File: src/rtl/alu_sequencer_if.sv
// Command / ALU / response bundle for alu_sequencer.
// Ports: in_* command handshake, alu_* ALU drive/return, out_* response handshake.
interface alu_sequencer_if #(
    parameter int WIDTH = 64
);
    logic             in_valid;
    logic             in_ready;
    logic [10:0]      in_opcode;
    logic [WIDTH-1:0] in_a;
    logic [WIDTH-1:0] in_b;
    logic [WIDTH-1:0] alu_a;
    logic [WIDTH-1:0] alu_b;
    logic [3:0]       alu_op;
    logic [WIDTH-1:0] alu_result;
    logic             alu_carry;
    logic             out_valid;
    logic             out_ready;
    logic [WIDTH-1:0] out_result;
    logic             out_carry;
    logic             out_err;

    modport master (
        output in_valid, in_opcode, in_a, in_b,
        output alu_result, alu_carry, out_ready,
        input  in_ready, alu_a, alu_b, alu_op,
        input  out_valid, out_result, out_carry, out_err
    );

    modport slave (
        input  in_valid, in_opcode, in_a, in_b,
        input  alu_result, alu_carry, out_ready,
        output in_ready, alu_a, alu_b, alu_op,
        output out_valid, out_result, out_carry, out_err
    );
endinterface

File: src/rtl/alu_sequencer.sv
// LEGv8 R-type command sequencer driving an external ALU (IDLE/EXEC/DONE).
// Ports: clk, rst (sync, active-high), bus (alu_sequencer_if.slave).
// Optional: define ALU_SEQ_DIVZERO_CHK_EN to reject UDIV by zero.
module alu_sequencer #(
    parameter int WIDTH    = 64,
    parameter int MUL_WAIT = 2,
    parameter int DIV_WAIT = 4
) (
    input logic            clk,
    input logic            rst,
    alu_sequencer_if.slave bus
);
    localparam logic [10:0] OPC_ADD  = 11'b10001011000;
    localparam logic [10:0] OPC_SUB  = 11'b11001011000;
    localparam logic [10:0] OPC_MUL  = 11'b10011011000;
    localparam logic [10:0] OPC_UDIV = 11'b10011010110;
    localparam logic [10:0] OPC_AND  = 11'b10001010000;
    localparam logic [10:0] OPC_ORR  = 11'b10101010000;

    localparam logic [3:0] OP_ADD  = 4'b0000;
    localparam logic [3:0] OP_SUB  = 4'b0001;
    localparam logic [3:0] OP_MUL  = 4'b0010;
    localparam logic [3:0] OP_UDIV = 4'b0011;
    localparam logic [3:0] OP_AND  = 4'b1000;
    localparam logic [3:0] OP_ORR  = 4'b1001;

    typedef enum logic [1:0] {
        IDLE = 2'd0,
        EXEC = 2'd1,
        DONE = 2'd2
    } state_t;

    state_t           r_state;
    logic [3:0]       r_cnt;
    logic [WIDTH-1:0] r_alu_a;
    logic [WIDTH-1:0] r_alu_b;
    logic [3:0]       r_alu_op;
    logic [WIDTH-1:0] r_out_result;
    logic             r_out_carry;
    logic             r_out_err;

    logic             w_legal;
    logic [3:0]       w_op;
    logic [3:0]       w_n;
    logic             w_divz;

    always_comb begin
        w_legal = 1'b1;
        w_op    = OP_ADD;
        w_n     = 4'd1;
        unique case (bus.in_opcode)
            OPC_ADD:  w_op = OP_ADD;
            OPC_SUB:  w_op = OP_SUB;
            OPC_AND:  w_op = OP_AND;
            OPC_ORR:  w_op = OP_ORR;
            OPC_MUL: begin
                w_op = OP_MUL;
                w_n  = 4'(MUL_WAIT);
            end
            OPC_UDIV: begin
                w_op = OP_UDIV;
                w_n  = 4'(DIV_WAIT);
            end
            default:  w_legal = 1'b0;
        endcase
    end

`ifdef ALU_SEQ_DIVZERO_CHK_EN
    assign w_divz = (bus.in_opcode == OPC_UDIV) && (bus.in_b == '0);
`else
    assign w_divz = 1'b0;
`endif

    // Handshake flags are pure state decodes, so they can never overlap.
    assign bus.in_ready   = (r_state == IDLE);
    assign bus.out_valid  = (r_state == DONE);
    assign bus.alu_a      = r_alu_a;
    assign bus.alu_b      = r_alu_b;
    assign bus.alu_op     = r_alu_op;
    assign bus.out_result = r_out_result;
    assign bus.out_carry  = r_out_carry;
    assign bus.out_err    = r_out_err;

    always_ff @(posedge clk) begin
        if (rst) begin
            r_state      <= IDLE;
            r_cnt        <= 4'd0;
            r_alu_a      <= '0;
            r_alu_b      <= '0;
            r_alu_op     <= 4'd0;
            r_out_result <= '0;
            r_out_carry  <= 1'b0;
            r_out_err    <= 1'b0;
        end else begin
            unique case (r_state)
                IDLE: begin
                    if (bus.in_valid) begin
                        if (!w_legal || w_divz) begin
                            // Rejected commands bypass the ALU entirely.
                            r_state      <= DONE;
                            r_out_result <= w_divz ? '1 : '0;
                            r_out_carry  <= 1'b0;
                            r_out_err    <= 1'b1;
                        end else begin
                            r_state  <= EXEC;
                            r_alu_a  <= bus.in_a;
                            r_alu_b  <= bus.in_b;
                            r_alu_op <= w_op;
                            r_cnt    <= w_n - 4'd1;
                        end
                    end
                end
                EXEC: begin
                    if (r_cnt == 4'd0) begin
                        r_state      <= DONE;
                        r_out_result <= bus.alu_result;
                        r_out_carry  <= (r_alu_op == OP_ADD) && bus.alu_carry;
                        r_out_err    <= 1'b0;
                    end else begin
                        r_cnt <= r_cnt - 4'd1;
                    end
                end
                DONE: begin
                    if (bus.out_ready) begin
                        r_state <= IDLE;
                    end
                end
                default: r_state <= IDLE;
            endcase
        end
    end
endmodule

File: src/flat_wrapper.sv
// flat-port wrapper written by rule: the top's interface ports become plain ports
module alu_sequencer_flat 
#(
    parameter int WIDTH    = 64,
    parameter int MUL_WAIT = 2,
    parameter int DIV_WAIT = 4
)
  (clk, rst, bus_in_valid, bus_in_opcode, bus_in_a, bus_in_b, bus_alu_result, bus_alu_carry, bus_out_ready, bus_in_ready, bus_alu_a, bus_alu_b, bus_alu_op, bus_out_valid, bus_out_result, bus_out_carry, bus_out_err);
  alu_sequencer_if #(.WIDTH(WIDTH)) bus_i ();
  input logic clk;
  input logic rst;
  input wire logic [$bits(bus_i.in_valid)-1:0] bus_in_valid;
  input wire logic [$bits(bus_i.in_opcode)-1:0] bus_in_opcode;
  input wire logic [$bits(bus_i.in_a)-1:0] bus_in_a;
  input wire logic [$bits(bus_i.in_b)-1:0] bus_in_b;
  input wire logic [$bits(bus_i.alu_result)-1:0] bus_alu_result;
  input wire logic [$bits(bus_i.alu_carry)-1:0] bus_alu_carry;
  input wire logic [$bits(bus_i.out_ready)-1:0] bus_out_ready;
  output wire logic [$bits(bus_i.in_ready)-1:0] bus_in_ready;
  output wire logic [$bits(bus_i.alu_a)-1:0] bus_alu_a;
  output wire logic [$bits(bus_i.alu_b)-1:0] bus_alu_b;
  output wire logic [$bits(bus_i.alu_op)-1:0] bus_alu_op;
  output wire logic [$bits(bus_i.out_valid)-1:0] bus_out_valid;
  output wire logic [$bits(bus_i.out_result)-1:0] bus_out_result;
  output wire logic [$bits(bus_i.out_carry)-1:0] bus_out_carry;
  output wire logic [$bits(bus_i.out_err)-1:0] bus_out_err;
  assign bus_i.in_valid = bus_in_valid;
  assign bus_i.in_opcode = bus_in_opcode;
  assign bus_i.in_a = bus_in_a;
  assign bus_i.in_b = bus_in_b;
  assign bus_i.alu_result = bus_alu_result;
  assign bus_i.alu_carry = bus_alu_carry;
  assign bus_i.out_ready = bus_out_ready;
  assign bus_in_ready = bus_i.in_ready;
  assign bus_alu_a = bus_i.alu_a;
  assign bus_alu_b = bus_i.alu_b;
  assign bus_alu_op = bus_i.alu_op;
  assign bus_out_valid = bus_i.out_valid;
  assign bus_out_result = bus_i.out_result;
  assign bus_out_carry = bus_i.out_carry;
  assign bus_out_err = bus_i.out_err;
  alu_sequencer #(.WIDTH(WIDTH), .MUL_WAIT(MUL_WAIT), .DIV_WAIT(DIV_WAIT)) u_core (.clk(clk), .rst(rst), .bus(bus_i));
endmodule
File: config.mk
export PLATFORM = sky130hd
export DESIGN_NAME = alu_sequencer_flat
export DESIGN_NICKNAME = d
export VERILOG_FILES = /design/src/rtl/alu_sequencer_if.sv /design/src/rtl/alu_sequencer.sv /design/src/flat_wrapper.sv
export SDC_FILE = /design/constraint.sdc
export NUM_CORES = 1
export LEC_CHECK = 0
export CAP_MARGIN = 20
export CORE_MARGIN = 4
export CORE_UTILIZATION = 28
export CTS_BUF_LIST = sky130_fd_sc_hd__clkbuf_8
export DETAILED_ROUTE_END_ITERATION = 16
export DONT_BUFFER_PORTS = 1
export PLACE_DENSITY = 0.38
export SETUP_SLACK_MARGIN = 0.2
export SLEW_MARGIN = 20
export SYNTH_ARGS = -nofsm -noshare
export SYNTH_HDL_FRONTEND = slang
export SYNTH_SLANG_ARGS = --single-unit
File: constraint.sdc
create_clock -name clk -period 2.5 [get_ports clk]
set_clock_uncertainty 0.15 [all_clocks]
set_input_delay 0.5 -clock clk [delete_from_list [all_inputs] [get_ports clk]]
set_output_delay 0.5 -clock clk [all_outputs]
set_load 0.1 [all_outputs]
==> metrics.yaml <==
die_x_um: 173
coreArea_sq_mm: 0.0268
cp-end-kind: "flip-flop"
finalNetCount: 1278
numPortBuffers: 0
dieArea_sq_mm: 0.0298
synthArstFlopShare: 0
drive_gt1_frac: 0.256
tightest_slew_ns: 0.882
cts.clk_slew.worst_paths_ns: 0.06
cts_buffer_depth: 3
power.share.clock: 0.460
yosys-top-cells-area: "dfxtp_1 54%, a21oi_1 9.1%, nand3_1 8.9%"
final-max-slew-violation-count: 0
place_congestion: 0.789
synth-seq-cells: 203
fin_area_sq_mm: 0.0109
max-slew-margin-rel: 0.411
final_util: 0.407
grt-ovfl-total: 0
groute.usage.overall: 0.175
tritoncts: "yes"
powerDensity_mw_per_mm2: 605
htreeDepth: 2
cts_made_buffers: 38
peakVddDrop_v: 0.000394
drc_errors: 0
avgSynthCellArea_sq_um: 9.21
outcome: "finished, violations left"
synth_most_common_cell: "dfxtp_1"
hold_violations: 65
cellInternalPower_mw: 5.08
ys_seq_area_frac: 0.535
ys_top_cells_by_count: "203 x dfxtp_1, 138 x a21oi_1, 135 x nand3_1"
grt_max_degree: 139
ctsHoldBuffers: 87
multi_input_area_sq_mm: 0.00311
leakage_nw: 4.21
n_antenna_cell: 0
area.sequential_sq_mm: 0.00407
seq_power_share: 0.492
violations: "hold timing"
dieHeight_um: 173
drv_cap: 0
netSwitchingFraction: 0.231
pwr-share-comb: 0.048
criticalPathCategory: "reg2reg"
fin_crit_ns: 2.22
rr_worst_depth: 6
clock-sinks: 203
dpl-instance-area_sq_mm: 0.00933
synth_nets: 1033
finalWirelength_um: 27800
holdCritPathClass: "in2reg"
area_growth_pct: 43.7
root_buffer: "clkbuf_8"
clkLatencyLatePin_ns: 0.52
grt_pass1_wl_um: 43100
hpwl_um: 18500
worstPathRequired_ns: 2.80
vias: 7535
start_kind: "flip-flop"
rows: 60
ios: 408
vias_per_cell: 5.27
tns_ns: 0
initialDrtViolationCount: 429
yosys.area.top_type: "dfxtp_1"
timing.hold.ws_ns: -0.0462
first_global_vias: 7659
initial_utilization: 0.283
power_mw: 6.60
grt_setup_unrepaired: "false"
p_sw_mw: 1.52
avgRoutedWirePerCell_um: 19.4
synthDistinctLibCells: 45
synth-edff-count: 0
ys_warn_count: 0
dr.pass1.iters: 5
synth_ff_type: "dfxtp_1"
netlist_area_sq_mm: 0.00759
setup_viol: 0
arrival_ns: 2.52
fillers: 2684
syn-instance-count: 824
worst-path-max-fanout: 71
fin_crit_sh: 0.886
holdPathStages: 1
fmax_mhz: 451
antenna_found_initial: 1
synth_top_area_frac: 0.535
ant_nets: 0
layer usage:
layer | GRT usage | part of all wire
met2 | 0.300 | 0.49
met4 | 0.0635 | 0.031
met5 | 0 | 0.00047
met1 | 0.195 | 0.37
met3 | 0.0721 | 0.11
path summary, 6_finish.rpt:
| kind | end | startpoint | slack (ns) |
|---|---|---|---|
| setup / recovery | u_core.bus.alu_a[61] | u_core.r_state[0] | 0.28 |
| hold / removal | u_core.bus.alu_a[23] | rst | -0.05 |
| setup reg to reg | u_core.bus.alu_a[61] | u_core.r_state[0] | 0.28 |
| hold reg to reg | u_core.bus.alu_a[27] | u_core.bus.alu_a[27] | 0.33 |
sequential cells by signal (all words and copies together) (netlist names):
name,count
u_core.bus.out_carry,1
u_core.bus.alu_b,64
u_core.bus.out_err,1
u_core.r_cnt,4
u_core.bus.alu_a,64
u_core.bus.alu_op,3
u_core.bus.out_result,64
u_core.r_state,2
power groups by stage:
stage	Sequential [mW]	Combinational [mW]	Clock, mW
2_1_floorplan	3.34	0.180	0
4_1_cts	3.25	0.314	3.18
3_3_place_gp	3.32	0.222	0
6_report	3.25	0.317	3.03
3_5_place_dp	3.32	0.226	0
5_1_grt	3.25	0.339	3.30
critical path: stages (launching register included):
cell and delay (ns):
dfxtp_2 0.36, nor2_4 0.19, and3_4 0.27, buf_12 0.28, nand3_1 0.13, a21oi_1 0.14, dlygate4sd3_1 0.57
what timing repair did:
| item | in CTS | in global routing |
|---|---|---|
| hold endpoints to repair | 199 | 111 |
| setup endpoints to repair | 0 | 13 |
| resized for setup | 0 | 3 |
| buffers inserted | 0 | 0 |
cell families after synthesis:
logic type,share of synthesized area
AO/OA/AOI/OAI,0.282
flip-flops,0.535
AND/OR/NAND/NOR,0.114
buffers and inverters,0.0641
multiplexers,0.00280
adder cells (fa/ha/maj),0.00165
other,0.000494
through the flow:
step	setup WS, ns	cells
detailed placement	0.240	1283
CTS	0.253	1429
global route	0.203	1429
finish	0.284	1429
global placement	0.305	1283
floorplan	0.398	824
final cells by class:
class | count | area share
sequential | 203 | 0.373
timing repair buffer | 300 | 0.237
inverter | 7 | 0.00241
clock inverter | 14 | 0.00757
tap | 341 | 0.0391
multi-input combinational | 519 | 0.285
clock buffer | 45 | 0.0568
cells in the final DEF, fill, tap and decap left out, types with 2 or more instances in the layout:
cell type,count
a211oi_1,3
a21oi_1,137
a31oi_1,3
a32o_1,65
buf_12,9
buf_4,204
clkbuf_8,45
dfxtp_1,202
dlygate4sd3_1,87
inv_1,19
nand2_1,5
nand2b_1,3
nand3_1,134
nor2_1,4
nor2_4,2
o21ai_0,132
(Power assumes the default switching activity.)
